`src/rtl/display_7s_scan_pkg.sv`:
```
// Shared definitions for the 7-segment scan driver: display word field
// offsets, the per-slot scan state and a small anode helper.
package display_7s_scan_pkg;

  localparam int DIS_DIGIT_W   = 10;
  localparam int DIS_SEG_LSB   = 0;
  localparam int DIS_DP_BIT    = 7;
  localparam int DIS_EN_BIT    = 8;
  localparam int DIS_BLINK_BIT = 9;
  localparam int DIS_DIGITS    = 8;

  localparam int DIS_WORD_W = DIS_DIGIT_W * DIS_DIGITS;
  localparam int DIG_IDX_W  = $clog2(DIS_DIGITS);

  // All cathodes / anodes released (active-low drive).
  localparam logic [7:0] DARK = 8'hFF;

  typedef enum logic {
    ST_BLANK = 1'b0,
    ST_ON    = 1'b1
  } scan_state_e;

  // Active-low one-hot anode pattern selecting digit k.
  function automatic logic [DIS_DIGITS-1:0] anode_sel_n(input logic [DIG_IDX_W-1:0] k);
    return ~(DIS_DIGITS'(1) << k);
  endfunction

endpackage

```
`src/rtl/display_7s_digit_fmt.sv`:
```
// Combinational formatter for one 10-bit digit field: decides whether the
// digit may light and produces its active-low cathode pattern.
module display_7s_digit_fmt
  import display_7s_scan_pkg::*;
(
  input  logic [DIS_DIGIT_W-1:0] field_i,
  input  logic                   blink_phase_i,
  input  logic                   dis_en_i,
  output logic                   lit_o,
  output logic [7:0]             seg_o
);

  // Lit needs global enable, digit enable, and not being in the blink-off phase.
  always_comb begin
    lit_o = dis_en_i
          & field_i[DIS_EN_BIT]
          & ~(field_i[DIS_BLINK_BIT] & blink_phase_i);
    seg_o = ~{field_i[DIS_DP_BIT], field_i[DIS_SEG_LSB +: 7]};
  end

endmodule

```
`src/rtl/display_7s_scan.sv`:
```
// Time-multiplexed scan driver for an 8-digit common-anode 7-segment display.
// Each frame snapshots the display word, then visits digits 0..7, each slot
// starting with a blanking gap before the digit is driven.
module display_7s_scan
  import display_7s_scan_pkg::*;
#(
  parameter int DIGIT_TICKS  = 100000,
  parameter int BLANK_TICKS  = 1000,
  parameter int BLINK_FRAMES = 64
) (
  input  logic                  clk,
  input  logic                  reset,
  input  logic [DIS_WORD_W-1:0] dis_data,
  input  logic                  dis_en,
  output logic [DIS_DIGITS-1:0] an,
  output logic [7:0]            seg,
  output logic                  frame_start
);

  localparam int TICK_W = $clog2(DIGIT_TICKS);
  localparam int FRM_W  = (BLINK_FRAMES > 1) ? $clog2(BLINK_FRAMES) : 1;

  localparam logic [TICK_W-1:0]    TICK_LAST  = TICK_W'(DIGIT_TICKS - 1);
  localparam logic [TICK_W-1:0]    BLANK_LAST = TICK_W'(BLANK_TICKS - 1);
  localparam logic [FRM_W-1:0]     FRM_LAST   = FRM_W'(BLINK_FRAMES - 1);
  localparam logic [DIG_IDX_W-1:0] DIG_LAST   = DIG_IDX_W'(DIS_DIGITS - 1);

  logic [TICK_W-1:0]    tick_q, tick_d;
  logic [DIG_IDX_W-1:0] digit_q, digit_d;
  scan_state_e          state_q, state_d;
  logic [FRM_W-1:0]     frm_q, frm_d;
  logic                 phase_q, phase_d;
  logic [DIS_DIGITS-1:0][DIS_DIGIT_W-1:0] snap_q, snap_d;
  logic [DIS_DIGITS-1:0] an_q, an_d;
  logic [7:0]           seg_q, seg_d;
  logic                 fs_q, fs_d;

  logic tick_wrap;
  logic load;
  logic fmt_lit;
  logic [7:0] fmt_seg;

  assign tick_wrap = (tick_q == TICK_LAST);
  assign load      = (digit_q == '0) && (tick_q == '0);

  display_7s_digit_fmt u_fmt (
    .field_i       (snap_q[digit_q]),
    .blink_phase_i (phase_q),
    .dis_en_i      (dis_en),
    .lit_o         (fmt_lit),
    .seg_o         (fmt_seg)
  );

  // Slot tick and digit index counters, snapshot load and blink timing.
  always_comb begin
    tick_d  = tick_q;
    digit_d = digit_q;
    frm_d   = frm_q;
    phase_d = phase_q;
    snap_d  = snap_q;
    if (tick_wrap) begin
      tick_d  = '0;
      digit_d = (digit_q == DIG_LAST) ? '0 : digit_q + DIG_IDX_W'(1);
    end else begin
      tick_d = tick_q + TICK_W'(1);
    end
    if (load) begin
      snap_d = dis_data;
      if (frm_q == FRM_LAST) begin
        frm_d   = '0;
        phase_d = ~phase_q;
      end else begin
        frm_d = frm_q + FRM_W'(1);
      end
    end
  end

  // Slot state: blank at the start of every slot, on for the remainder.
  always_comb begin
    state_d = state_q;
    case (state_q)
      ST_BLANK: if (!tick_wrap && tick_q == BLANK_LAST) state_d = ST_ON;
      ST_ON:    if (tick_wrap) state_d = ST_BLANK;
      default:  state_d = ST_BLANK;
    endcase
  end

  // Pin drive for the next cycle; dark unless the current digit may light.
  always_comb begin
    an_d  = {DIS_DIGITS{1'b1}};
    seg_d = DARK;
    fs_d  = load;
    if (state_q == ST_ON && fmt_lit) begin
      an_d  = anode_sel_n(digit_q);
      seg_d = fmt_seg;
    end
  end

  // State registers with synchronous reset; outputs are registered.
  always_ff @(posedge clk) begin
    if (reset) begin
      tick_q  <= '0;
      digit_q <= '0;
      state_q <= ST_BLANK;
      frm_q   <= '0;
      phase_q <= 1'b0;
      snap_q  <= '0;
      an_q    <= {DIS_DIGITS{1'b1}};
      seg_q   <= DARK;
      fs_q    <= 1'b0;
    end else begin
      tick_q  <= tick_d;
      digit_q <= digit_d;
      state_q <= state_d;
      frm_q   <= frm_d;
      phase_q <= phase_d;
      snap_q  <= snap_d;
      an_q    <= an_d;
      seg_q   <= seg_d;
      fs_q    <= fs_d;
    end
  end

  assign an          = an_q;
  assign seg         = seg_q;
  assign frame_start = fs_q;

endmodule
```
`config.mk`:
```
export PLATFORM = sky130hd
export DESIGN_NAME = display_7s_scan
export DESIGN_NICKNAME = d
export VERILOG_FILES = /design/src/rtl/display_7s_scan_pkg.sv /design/src/rtl/display_7s_digit_fmt.sv /design/src/rtl/display_7s_scan.sv
export SDC_FILE = /design/constraint.sdc
export NUM_CORES = 1
export LEC_CHECK = 0
export ABC_AREA = 0
export CAP_MARGIN = 0
export CORE_MARGIN = 2
export CORE_UTILIZATION = 54
export CTS_BUF_LIST = sky130_fd_sc_hd__clkbuf_4
export DETAILED_ROUTE_END_ITERATION = 12
export GPL_TIMING_DRIVEN = 0
export PLACE_DENSITY = 0.82
export SYNTH_ARGS = -nofsm -noshare
export SYNTH_HDL_FRONTEND = slang
export SYNTH_SLANG_ARGS = --single-unit
```
`constraint.sdc`:
```
create_clock -name clk -period 2.6 [get_ports clk]
set_input_delay 0.65 -clock clk [delete_from_list [all_inputs] [get_ports clk]]
set_output_delay 0.65 -clock clk [all_outputs]
set_load 0.05 [all_outputs]
```
==> results.txt <==
- Outcome: complete, no violations
* Final worst path period share: 95.9%
- DRC: 0
- Final hold violation count: 0
- The HPWL after detailed placement is 12100 um.
- Number of nets still failing antenna checks after routing: 0
- Max Cap Viol: 0
- Type of the tightest min-delay check: reg -> reg
* Number of synthesized register bits: 125
- Number of sinks on the clock net: 125
* Non-filler cells in the finished layout: 905
* Share of power burned in combinational logic: 14.8%
- Hold-critical path endpoint: snap_q[73]
- Layout cells sized above 1: 12.6%
- For this run, the post-layout net count is 848.
- Setup violations remaining at the end of the flow were counted as 0.
- Together, buffers and inverters on the worst path number 4.
- The die is 106 um wide.
- Final Routed Wirelength: 16600 um
* Final count of pins violating max slew: 0
* Pin count of the biggest net entering global routing: 20
- The first global-routing pass estimated 26300 um of wire.
* Clock tree root buffer cell: sky130_fd_sc_hd__clkbuf_4
- The slowest stage of the critical path belongs to the cell sky130_fd_sc_hd__or4_1.
* Reg2reg path depth: 9
- Critical path type: reg -> reg
- Number of distinct library cells after synthesis: 40
- Average footprint of a synthesized cell: 8.71 sq um
* CP Data Arrival Time: 2.95 ns
- Across the VDD grid, the largest voltage drop is 0.000399 V.
- Worst slew margin relative to its limit: 60.1%
- Summed over all cells, the static leakage comes to 2.60 nW.
- Number of buffers inserted by port buffering: 98
- For this configuration, the core starts out at a cell density of 54.6%.
- The endpoint identified for the worst register-to-register timing path is phase_q.
- Portion of total power attributed to sequential cells: 49.7%
- Based on the critical path, the design can be clocked at up to 0.401 GHz.
- During I/O placement, the number of pins put on the boundary was 100.
- Setup TNS: 0 ns
* Worst min-delay path startpoint: snap_q[73]
* Power density over the cells: 602 nW/um^2
- The clock network accounts for 35.6% of the total power.
- Worst-Skew Late Latency: 0.54 ns
* Total number of vias: 5502
- Data on the critical path is required at its endpoint by 3.06 ns.
* Inst Count DP: 873
- The die covers 11100 sq um.
* Vert. Die Dim: 106 um
- Via count of the first global-routing pass: 5352
- Counting every instance in the synthesized netlist gives 639.
* Number of inserted diodes: 0
- For this run, asynchronously set or reset flops after synthesis account for 0%.
- Yosys mapped a number of flops with a built-in enable equal to 0.
* Placer Congestion: 0.902
* Number of H-tree levels: 4
- Maximum clock skew at final layout: 0.0118 ns
- Critical path capture point type: flop
- Core footprint: 10200 sq um
* Clock transition at the register clock pins on the worst setup and hold paths after CTS: 0.11 ns
* Family with the most delay on the worst path: simple AND/OR/NAND/NOR gates
- The number of nets in the synthesized netlist is 731.
- Transition at the pin with the smallest max-transition slack: 0.599 ns
* Cells along the critical path: buf_2, buf_8, inv_1, ha_4, nor4b_2, nand4_1, buf_4, or4_1, a21oi_1
* Yosys warning total: 0
- In the post-synthesis netlist, the biggest area contributors are sky130_fd_sc_hd__dfxtp_1, sky130_fd_sc_hd__o21ai_0, sky130_fd_sc_hd__a21oi_1.
- The floorplan has 37 rows.
- The worst setup path is launched from a flop.
- The completed layout was analyzed and its total power is 4.26 mW.
* Depth of the worst hold-timing path: 2
* Startpoint of the lowest-slack register-to-register path: digit_q[1]
* Sequential area share after synthesis: 45.0%
- Maximum buffer depth of the clock tree: 2
- TritonCTS created 17 clock buffers.
* Area share of the largest cell type after synthesis: 45.0%
- Flop-to-flop setup slack: 0.11 ns
* Commonest cells after routing, fill and taps aside: sky130_fd_sc_hd__dfxtp_1, sky130_fd_sc_hd__clkdlybuf4s50_1, sky130_fd_sc_hd__o21ai_0
- Setup repair after global routing missed its margin: false
- Most common cell after layout, fill and taps aside: sky130_fd_sc_hd__dfxtp_1
- Post-route minimum period: 2.49 ns
- Max Fanout on Critical Path: 19
- Number of antenna violations at the first check in global routing: 0
- The detailed router finished its first iteration with 623 violations.
* Signed area change from the synthesized netlist to the final layout: 27.2%
- Library cell occupying the most area in the post-synthesis netlist: sky130_fd_sc_hd__dfxtp_1
* Detail-routed via count per cell: 6.08
- Net switching share of the total power: 27.1%
- Most used DFF post-synth: sky130_fd_sc_hd__dfxtp_1
- Before antenna repair, the detailed router went through 6 iterations.
- Wire per inst: 18.4 um
- TritonCTS built the clock tree.
- Internal power comes to 3.10 mW.
- In this run the power spent charging and discharging nets is 1.15 mW.
- Total routing usage reported by global routing: 30.2%
- The total overflow left after global routing is 0.
- In this run the cell area of the synthesized design comes to 5560 sq um.
* Stage delay of the slowest cell on the critical path: 0.50 ns
-- metrics by stage --
stage | setup WS (ns) | cell area (sq um) | util [%] | hold WS (ns)
2_1_floorplan | 0.298 | 5560 | - | 0.446
6_report | 0.107 | 7080 | 69.5 | 0.481
4_1_cts | 0.0416 | 7050 | 69.2 | 0.479
3_3_place_gp | -0.408 | 6720 | 65.9 | 0.454
5_1_grt | 0.0116 | 7080 | 69.5 | 0.495
3_5_place_dp | -0.519 | 6720 | 65.9 | 0.463
-- worst reg2reg max path, delay by kind of cell, from the launching register on --
| kind | cells | cell delay (ns) |
|---|---|---|
| simple gates | 3 | 0.91 |
| buf+inv | 4 | 0.79 |
| flops | 1 | 0.34 |
| compound gates | 1 | 0.20 |
| fa+ha+maj | 1 | 0.18 |
-- synth_stat cells, drive strengths merged (2+ instances only) --
cell type,n
mux2,5
clkbuf,34
nor2,19
a2111oi,2
o211a,2
o31ai,4
a31oi,2
nand4b,2
dfxtp,125
nand2,38
ha,9
o21ai,97
nor3,3
xor2,8
or4,4
a21oi,93
and3,6
nand4,9
nor2b,2
xnor2,4
buf,31
nor4,4
inv,10
mux2i,4
mux4,16
and4,2
nand3,91
or3,5
-- power groups by stage --
stage	combinational (mW)	clock, mW	sequential [mW]
after floorplan	0.349	0	2.13
after global placement	0.582	0	2.15
final	0.628	1.51	2.12
after global routing	0.679	1.61	2.13
after detailed placement	0.601	0	2.15
after CTS	0.615	1.51	2.11
-- cell type report --
type	count	area, sq um
repair buffers	99	988
fillers	817	3110
multi-input cells	439	2730
clock buffers	19	143
inverters	10	37.5
flip-flops and latches	125	2500
plain buffers	64	329
well taps	136	170
clock inverters	13	173
-- flip-flops by register name (all words and copies together) (netlist names), 3 cells and up --
name     flops
an           8
frm_q        6
tick_q      17
seg          8
snap_q      80
digit_q      3
-- repair_timing --
action                     CTS  global route
setup buffers                1             0
resized for setup           10            10
hold endpoints to repair     0             0
pin swaps                    1             1
cloned                       0             0
setup endpoints to repair   87            70
hold buffers                 0             0
-- worst max path at each step --
stage	end	cells past startpoint	slack [ns]	from
2_1_floorplan	frm_q[0]	11	0.30	digit_q[1]
3_3_place_gp	frm_q[1]	11	-0.41	digit_q[1]
3_5_place_dp	snap_q[58]	11	-0.52	digit_q[1]
4_1_cts	phase_q	9	0.04	digit_q[1]
5_1_grt	phase_q	9	0.01	digit_q[1]
6_report	phase_q	9	0.11	digit_q[1]
-- per-layer routing --
layer,GRT usage [%],share of wire [%],up-vias
li1,-,-,2542
met1,37.5,38,2579
met2,49.5,48,322
met3,8.84,11,59
met4,12.1,3.0,0
met5,0,0,-
-- cell families after synthesis --
group                      count (synthesis)  share of synthesized area, %
AOI/OAI and AO/OA                        204                          19.2
xor gates and xnor gates                  12                          1.89
adders and majority gates                  9                          2.02
buffers and inverters                     75                          6.12
DFF                                      125                          45.0
muxes                                     25                          8.21
and+or+nand+nor                          189                          17.6
(Power assumes the default switching activity.)
